<file path="src/rtl/temporizador_secuencial_n.sv">
// Sequential dispense timer: drives N_CH motor/valve channels one at a time,
// from channel N_CH-1 down to channel 0, each for its latched cycle count.
// Zero-count channels are skipped without spending cycles.
//
// Ports:
//   i_clk       system clock, rising edge
//   i_reset     asynchronous active-low reset
//   i_trigger   start request, accepted only when idle
//   i_abort     synchronous cancel, wins over i_trigger
//   i_ciclos    per-channel counts, channel k at [k*CNT_W +: CNT_W]
//   o_motor_en  one-hot enable of the active channel
//   o_flags     per-channel completion flags (pulse or sticky, see FLAG_MODE)
//   o_ch_idx    index of the active channel, 0 when idle
//   o_busy      high while a channel is enabled
//   o_done      one-cycle pulse on normal sequence completion
module temporizador_secuencial_n #(
  parameter int unsigned N_CH      = 3,
  parameter int unsigned CNT_W     = 5,
  parameter int unsigned FLAG_MODE = 0,
  parameter int unsigned IDX_W     = (N_CH > 1) ? $clog2(N_CH) : 1
) (
  input  logic                  i_clk,
  input  logic                  i_reset,
  input  logic                  i_trigger,
  input  logic                  i_abort,
  input  logic [N_CH*CNT_W-1:0] i_ciclos,
  output logic [N_CH-1:0]       o_motor_en,
  output logic [N_CH-1:0]       o_flags,
  output logic [IDX_W-1:0]      o_ch_idx,
  output logic                  o_busy,
  output logic                  o_done
);

  typedef enum logic [1:0] {StIdle, StRun, StFin} state_e;

  state_e                r_state, w_state_d;
  logic [N_CH*CNT_W-1:0] r_shadow, w_shadow_d;
  logic [CNT_W-1:0]      r_cnt, w_cnt_d;
  logic [IDX_W-1:0]      r_idx, w_idx_d;
  logic [N_CH-1:0]       r_motor, w_motor_d;
  logic [N_CH-1:0]       r_flags, w_flags_d;
  logic                  r_busy, w_busy_d;
  logic                  r_done, w_done_d;

  logic                  w_first_found, w_next_found;
  logic [IDX_W-1:0]      w_first_idx, w_next_idx;
  logic [CNT_W-1:0]      w_cur_cnt;

  // Channel search. The first channel is picked from the live inputs because
  // the shadow copy is only loaded on the same edge. Later assignments win, so
  // the loop yields the highest qualifying index.
  always_comb begin
    w_first_found = 1'b0;
    w_first_idx   = '0;
    w_next_found  = 1'b0;
    w_next_idx    = '0;
    w_cur_cnt     = '0;
    for (int k = 0; k < int'(N_CH); k++) begin
      if (i_ciclos[k*CNT_W +: CNT_W] != '0) begin
        w_first_found = 1'b1;
        w_first_idx   = IDX_W'(k);
      end
      if ((k < int'(r_idx)) && (r_shadow[k*CNT_W +: CNT_W] != '0)) begin
        w_next_found = 1'b1;
        w_next_idx   = IDX_W'(k);
      end
      if (IDX_W'(k) == r_idx) begin
        w_cur_cnt = r_shadow[k*CNT_W +: CNT_W];
      end
    end
  end

  always_comb begin
    w_state_d  = r_state;
    w_shadow_d = r_shadow;
    w_cnt_d    = r_cnt;
    w_idx_d    = r_idx;
    w_motor_d  = r_motor;
    w_busy_d   = r_busy;
    w_done_d   = 1'b0;
    // Pulse flags drop every cycle; sticky flags hold until the next start.
    w_flags_d  = (FLAG_MODE != 0) ? r_flags : '0;

    if (i_abort) begin
      w_state_d = StIdle;
      w_cnt_d   = '0;
      w_idx_d   = '0;
      w_motor_d = '0;
      w_busy_d  = 1'b0;
    end else begin
      unique case (r_state)
        StIdle: begin
          if (i_trigger) begin
            w_shadow_d = i_ciclos;
            w_flags_d  = '0;
            if (w_first_found) begin
              w_state_d = StRun;
              w_cnt_d   = CNT_W'(1);
              w_idx_d   = w_first_idx;
              w_motor_d = N_CH'(1) << w_first_idx;
              w_busy_d  = 1'b1;
            end else begin
              w_state_d = StFin;
              w_done_d  = 1'b1;
            end
          end
        end
        StRun: begin
          if (r_cnt == w_cur_cnt) begin
            w_flags_d = w_flags_d | (N_CH'(1) << r_idx);
            if (w_next_found) begin
              w_cnt_d   = CNT_W'(1);
              w_idx_d   = w_next_idx;
              w_motor_d = N_CH'(1) << w_next_idx;
            end else begin
              w_state_d = StFin;
              w_done_d  = 1'b1;
              w_cnt_d   = '0;
              w_idx_d   = '0;
              w_motor_d = '0;
              w_busy_d  = 1'b0;
            end
          end else begin
            w_cnt_d = r_cnt + CNT_W'(1);
          end
        end
        StFin: begin
          w_state_d = StIdle;
        end
        default: begin
          w_state_d = StIdle;
        end
      endcase
    end
  end

  always_ff @(posedge i_clk or negedge i_reset) begin
    if (!i_reset) begin
      r_state  <= StIdle;
      r_shadow <= '0;
      r_cnt    <= '0;
      r_idx    <= '0;
      r_motor  <= '0;
      r_flags  <= '0;
      r_busy   <= 1'b0;
      r_done   <= 1'b0;
    end else begin
      r_state  <= w_state_d;
      r_shadow <= w_shadow_d;
      r_cnt    <= w_cnt_d;
      r_idx    <= w_idx_d;
      r_motor  <= w_motor_d;
      r_flags  <= w_flags_d;
      r_busy   <= w_busy_d;
      r_done   <= w_done_d;
    end
  end

  assign o_motor_en = r_motor;
  assign o_flags    = r_flags;
  assign o_ch_idx   = r_idx;
  assign o_busy     = r_busy;
  assign o_done     = r_done;

endmodule

</file>
<file path="config.mk">
export PLATFORM = sky130hd
export DESIGN_NAME = temporizador_secuencial_n
export DESIGN_NICKNAME = d
export VERILOG_FILES = /design/src/rtl/temporizador_secuencial_n.sv
export SDC_FILE = /design/constraint.sdc
export NUM_CORES = 1
export LEC_CHECK = 0
export BUFFER_PORTS_ARGS = -buffer_cell sky130_fd_sc_hd__buf_2
export CAP_MARGIN = 20
export CORE_ASPECT_RATIO = 0.75
export CORE_MARGIN = 2
export CORE_UTILIZATION = 57
export CTS_BUF_LIST = sky130_fd_sc_hd__clkbuf_16
export DETAILED_ROUTE_END_ITERATION = 10
export PLACE_DENSITY = 0.9
export SLEW_MARGIN = 5
export SYNTH_ARGS = -nofsm -noshare
export SYNTH_HDL_FRONTEND = slang
export SYNTH_SLANG_ARGS = --single-unit
export TNS_END_PERCENT = 10
</file>
<file path="constraint.sdc">
create_clock -name i_clk -period 3.9 [get_ports i_clk]
set_clock_uncertainty 0.1 [all_clocks]
set_input_delay 1.17 -clock i_clk [delete_from_list [all_inputs] [get_ports i_clk]]
set_output_delay 1.17 -clock i_clk [all_outputs]
set_load 0.1 [all_outputs]
</file>
After elaboration in Yosys (flattened, before gate mapping)
Index checks and enable logic that the tools add are counted.
{"block": "word_totals", "regBits": 32, "inputBits": 19, "out_inout_bits": 10, "elab_cells": 93}
{"block": "classes", "addsub": 1, "magnitude_cmp": 3, "eq_ne": 8, "shift": 3, "n_mux": 52, "bitwise": 1, "n_reduce_logical": 17}
{"cell": "$mux W5", "n": 7}
{"cell": "$reduce_bool A5 Y1", "n": 6}
{"cell": "$mux W2", "n": 12}
{"cell": "$mux W3", "n": 8}
{"cell": "$mux W1", "n": 19}
{"cell": "$ne A3 B3 Y1 const B", "n": 4}
{"cell": "$pmux W5 S2", "n": 1}
{"cell": "$reduce_and A3 Y1", "n": 3}
{"cell": "$shl A1 B2 Y3 const A", "n": 3}
{"cell": "$pmux W2 S2", "n": 2}
{"cell": "$pmux W3 S2", "n": 1}
{"cell": "$add A5 B1 Y5 const B", "n": 1}
{"cell": "$eq A5 B5 Y1", "n": 1}
{"cell": "$reduce_and A5 Y1", "n": 1}
{"cell": "$logic_not A2 Y1", "n": 2}
{"cell": "$lt A1 B2 Y1 const A", "n": 2}
{"cell": "$pmux W1 S2", "n": 2}
{"cell": "$reduce_and A4 Y1", "n": 1}
{"cell": "$logic_and A1 B1 Y1", "n": 3}
{"cell": "$reduce_bool A3 Y1", "n": 1}
{"cell": "$eq A1 B2 Y1 const A", "n": 1}
{"cell": "$eq A2 B1 Y1 const B", "n": 1}
{"cell": "$eq A2 B2 Y1 const A", "n": 1}
{"cell": "$lt A2 B2 Y1 const A", "n": 1}
{"cell": "$not A1 Y1", "n": 1}

Longest topological paths before layout
{"block": "depth", "word_depth": 9, "ltp_mapped": 8, "depth_no_buf": 6}

Worst setup path after synthesis
OpenSTA, ideal clock, no wires.
{"block": "synth_path", "path_type": "input to register", "startpoint": "input port i_ciclos[10]", "endpoint": "register r_motor[0] (netlist: o_motor_en[0])", "setup_time_ns": 0.126, "arrival_ns": 2.851, "required_ns": 3.674, "setup_slack_ns": 0.823, "path_stages": 6, "n_path_buf": 0, "cell_sequence": "or4_4 > nor4_4 > nand2_1 > a41oi_1 > o21ai_4 > mux2_4"}
{"block": "synth_via", "elab_chain_cells": 7, "elab_cells_between_ends": 10, "cone_classes": "eq/ne (1); shift (1); mux (6); reduce/logical (2)"}
{"item": "from (decl)", "line_no": "26", "text": "input logic [N_CH*CNT_W-1:0] i_ciclos,"}
{"item": "$reduce_bool A5 Y1 *", "line_no": "59", "text": "if (i_ciclos[k*CNT_W +: CNT_W] != '0) begin"}
{"item": "$mux W2", "line_no": "59"}
{"item": "$shl A1 B2 Y3", "line_no": "100", "text": "w_motor_d = N_CH'(1) << w_first_idx;"}
{"item": "$mux W3", "line_no": "96", "text": "if (w_first_found) begin"}
{"item": "$mux W3", "line_no": "93", "text": "if (i_trigger) begin"}
{"item": "$pmux W3 S2", "line_no": "91", "text": "unique case (r_state)"}
{"item": "$mux W3", "line_no": "84", "text": "if (i_abort) begin"}
{"item": "to (signal assigned)", "line_no": "152", "text": "r_motor <= w_motor_d;"}
{"item": "to (decl)", "line_no": "40", "text": "logic [N_CH-1:0] r_motor, w_motor_d;"}
Every way passes the cells marked *; elsewhere a longest branch is shown, timed or not. The select of a mux whose other input is x is not followed.
A chain may end at the register's enable or synchronous reset.

Worst setup path after layout
{"block": "layout_path", "startpoint": "input port i_ciclos[10]", "endpoint": "register r_motor[1] (netlist: o_motor_en[1])"}
The elaborated chain is that of the path after synthesis.

==> flow_summary.yaml <==
outcome:
  outcome: "complete, no violations"
synthesis:
  ys_types: 44
  synth_cells: 157
  ys_seq_elements: 32
  synth.most_common_cell: "dfrtp_1"
  syn_avg_cell_area_sq_um: 11.3
  yosys.area_share.simple: 0.209
  syn-cell-area_sq_mm: 0.00177
  yosys_warnings: 0
  synthFlopType: "dfrtp_1"
  ys_seq_area_frac: 0.453
  synth-compound-area-share: 0.0955
  synthTopCellsByCount: "32 x dfrtp_1, 15 x mux2_2, 13 x nor2_1"
  synthTopCellsByArea: "dfrtp_1 45%, mux2_2 9.5%, mux2_4 4.2%"
  syn_nets: 177
  synth_xor_area_frac: 0.0297
  synth-adder-area-share: 0.00707
  synth_top_family_by_area: "simple AND/OR/NAND/NOR gates"
  synth_top_cell_area_share: 0.453
  async_flop_share: 1.00
  synthMuxAreaShare: 0.172
  synth_top_cell_by_area: "dfrtp_1"
  synth-edff-count: 0
critical_path:
  critical-path-max-stage-delay_ns: 0.56
  critical_path_class: "input port to flip-flop"
  cp.required_ns: 3.95
  crit_buf_inv: 1
  rr_endpoint: "o_motor_en[1]"
  slowest_stage: "or4_4"
  startpoint_type: "input port"
  crit_arrival_ns: 3.10
  crit_family: "simple AND/OR/NAND/NOR gates"
  cp-end-kind: "flip-flop"
  r2r_cells: 6
  r2r-start: "o_ch_idx[0]"
  crit_fanout: 9
  regToRegSetupSlack_ns: 1.02
  worstPathCellList: "buf_2 > or4_4 > nor4_4 > nand2_1 > a41oi_1 > o21ai_4 > mux2_4"
hold_path:
  hp-start: "o_motor_en[0]"
  holdPathEnd: "o_motor_en[0]"
  hold_class: "flip-flop to flip-flop"
  min_delay_path_depth: 1
cells_and_area:
  final_cell_area_sq_mm: 0.00204
  diodes: 0
  area_delta_synth_final_pct: 15.5
  layout-drive-gt1-share: 0.323
  fin_nets: 205
  finalNonFillerCells: 224
floorplan:
  ios: 29
  initial_utilization: 0.598
  coreArea_sq_mm: 0.00296
  die_h_um: 52.3
  dieArea_sq_mm: 0.00357
  die_x_um: 68.3
  num_rows: 17
placed_design:
  port_buffers: 28
  placed_area_sq_mm: 0.00191
  placedCellCount: 216
  gp_congestion: 0.978
  hpwl_um: 2740
route:
  drt-total-wl_um: 3710
  via_per_inst: 6.04
  vias: 1352
  routedWlPerCell_um: 16.6
  drcViolationCount: 0
  dr.pass1.iters: 4
  drt_iter0_markers: 46
  ant_nets: 0
sta:
  post-route-period-util: 0.781
  grt_setup_unrepaired: "false"
  timing.hold.ws_ns: 0.411
  tightest_slew_ns: 0.690
  finalCriticalPeriod_ns: 3.05
  tns_ns: 0
  hold_viol: 0
  clock.fmax_ghz: 0.328
  setup_violations: 0
  relSlewSlack: 0.540
  final_max_slew_viol_count: 0
power:
  switchingPower_uw: 365
  max-vdd-ir-drop_mv: 0.314
  p_leak_nw: 0.920
  powerDensity_mw_per_mm2: 538
  pwr-share-comb: 0.263
  p_int_uw: 735
  sw_frac_of_total: 0.332
  power.share.clock: 0.324
  p_seq_frac: 0.413
grt:
  grt_pass1_vias: 1304
  grt_usage: 0.241
  overflow: 0
  antenna_found_initial: 0
  grt_pass1_wl_um: 6120
  grt_max_degree: 33
clock_tree:
  cts_tree: "done"
  cts.sinks: 32
  clkTransAtPathRegs_ns: 0.05
  ctsResizeCount: 0
  cts_setup_buffers: 0
  root_buffer: "clkbuf_16"
  clock_path_buffers: 2
  cts_buffers: 5
  clk_latency_ns: 0.27
  holdBufCountCts: 0
  h-tree-depth: 2
job:
  cap_violations: 0
-- cell type report --
class	instances	area, sq um
Inverter	3	11.3
Clock buffer	5	125
Timing Repair Buffer	28	140
Sequential cell	32	801
Multi-Input combinational cell	115	907
Fill cell	228	913
Clock inverter	3	11.3
Tap cell	38	47.5
-- flip-flops by register name, summed over array words and instances, names as in the netlist --
name	flops
r_cnt	5
o_done	1
r_state	2
o_flags	3
o_ch_idx	2
o_motor_en	3
r_shadow	15
o_busy	1
-- power groups by stage --
stage	Sequential (mW)	Combinational, mW	Clock (mW)
floorplan	0.496	0.181	0
global placement	0.453	0.277	0
detailed placement	0.459	0.287	0
CTS	0.453	0.290	0.361
global route	0.464	0.310	0.377
finish	0.454	0.289	0.357
-- placed cells by master (no fill, tap or decap), drive strengths merged, types with 4 or more instances in the layout --
cell	count
clkbuf	5
o21ai	7
inv	5
or4	7
mux2i	6
nor3b	5
xor2	6
nand2	5
nand2b	5
a21oi	4
nor2	13
dfrtp	32
buf	28
mux2	20
-- worst max path at each step --
stage | startpoint | endpoint | slack (ns) | depth (start not counted)
floorplan | i_ciclos[10] | o_motor_en[0] | 0.82 | 6
global placement | i_ciclos[10] | o_ch_idx[1] | 0.63 | 7
detailed placement | i_ciclos[10] | o_motor_en[1] | 0.57 | 7
CTS | i_ciclos[10] | o_motor_en[1] | 0.86 | 7
global route | i_ciclos[10] | o_motor_en[1] | 0.80 | 7
finish | i_ciclos[10] | o_motor_en[1] | 0.85 | 7
-- cell families after synthesis --
family                     after synthesis
AOI/OAI and AO/OA                       24
xor gates and xnor gates                 6
adders and majority gates                1
buffers and inverters                   10
DFF                                     32
muxes                                   26
and+or+nand+nor                         58
-- layer usage --
metal | global-route usage | vias to the layer above | share of wire
met5 | 0 | - | 0
met4 | 0.100 | 0 | 0.017
met3 | 0.0667 | 7 | 0.041
met2 | 0.388 | 33 | 0.50
met1 | 0.303 | 680 | 0.44
li1 | - | 632 | -
-- per-stage QoR --
step	setup WS, ns	utilization	total power [mW]
2_1_floorplan	0.823	-	0.677
3_3_place_gp	0.627	0.645	0.729
3_5_place_dp	0.575	0.645	0.746
4_1_cts	0.857	0.691	1.10
5_1_grt	0.798	0.691	1.15
6_report	0.855	0.691	1.10
Power figures use the tool's default switching activity.
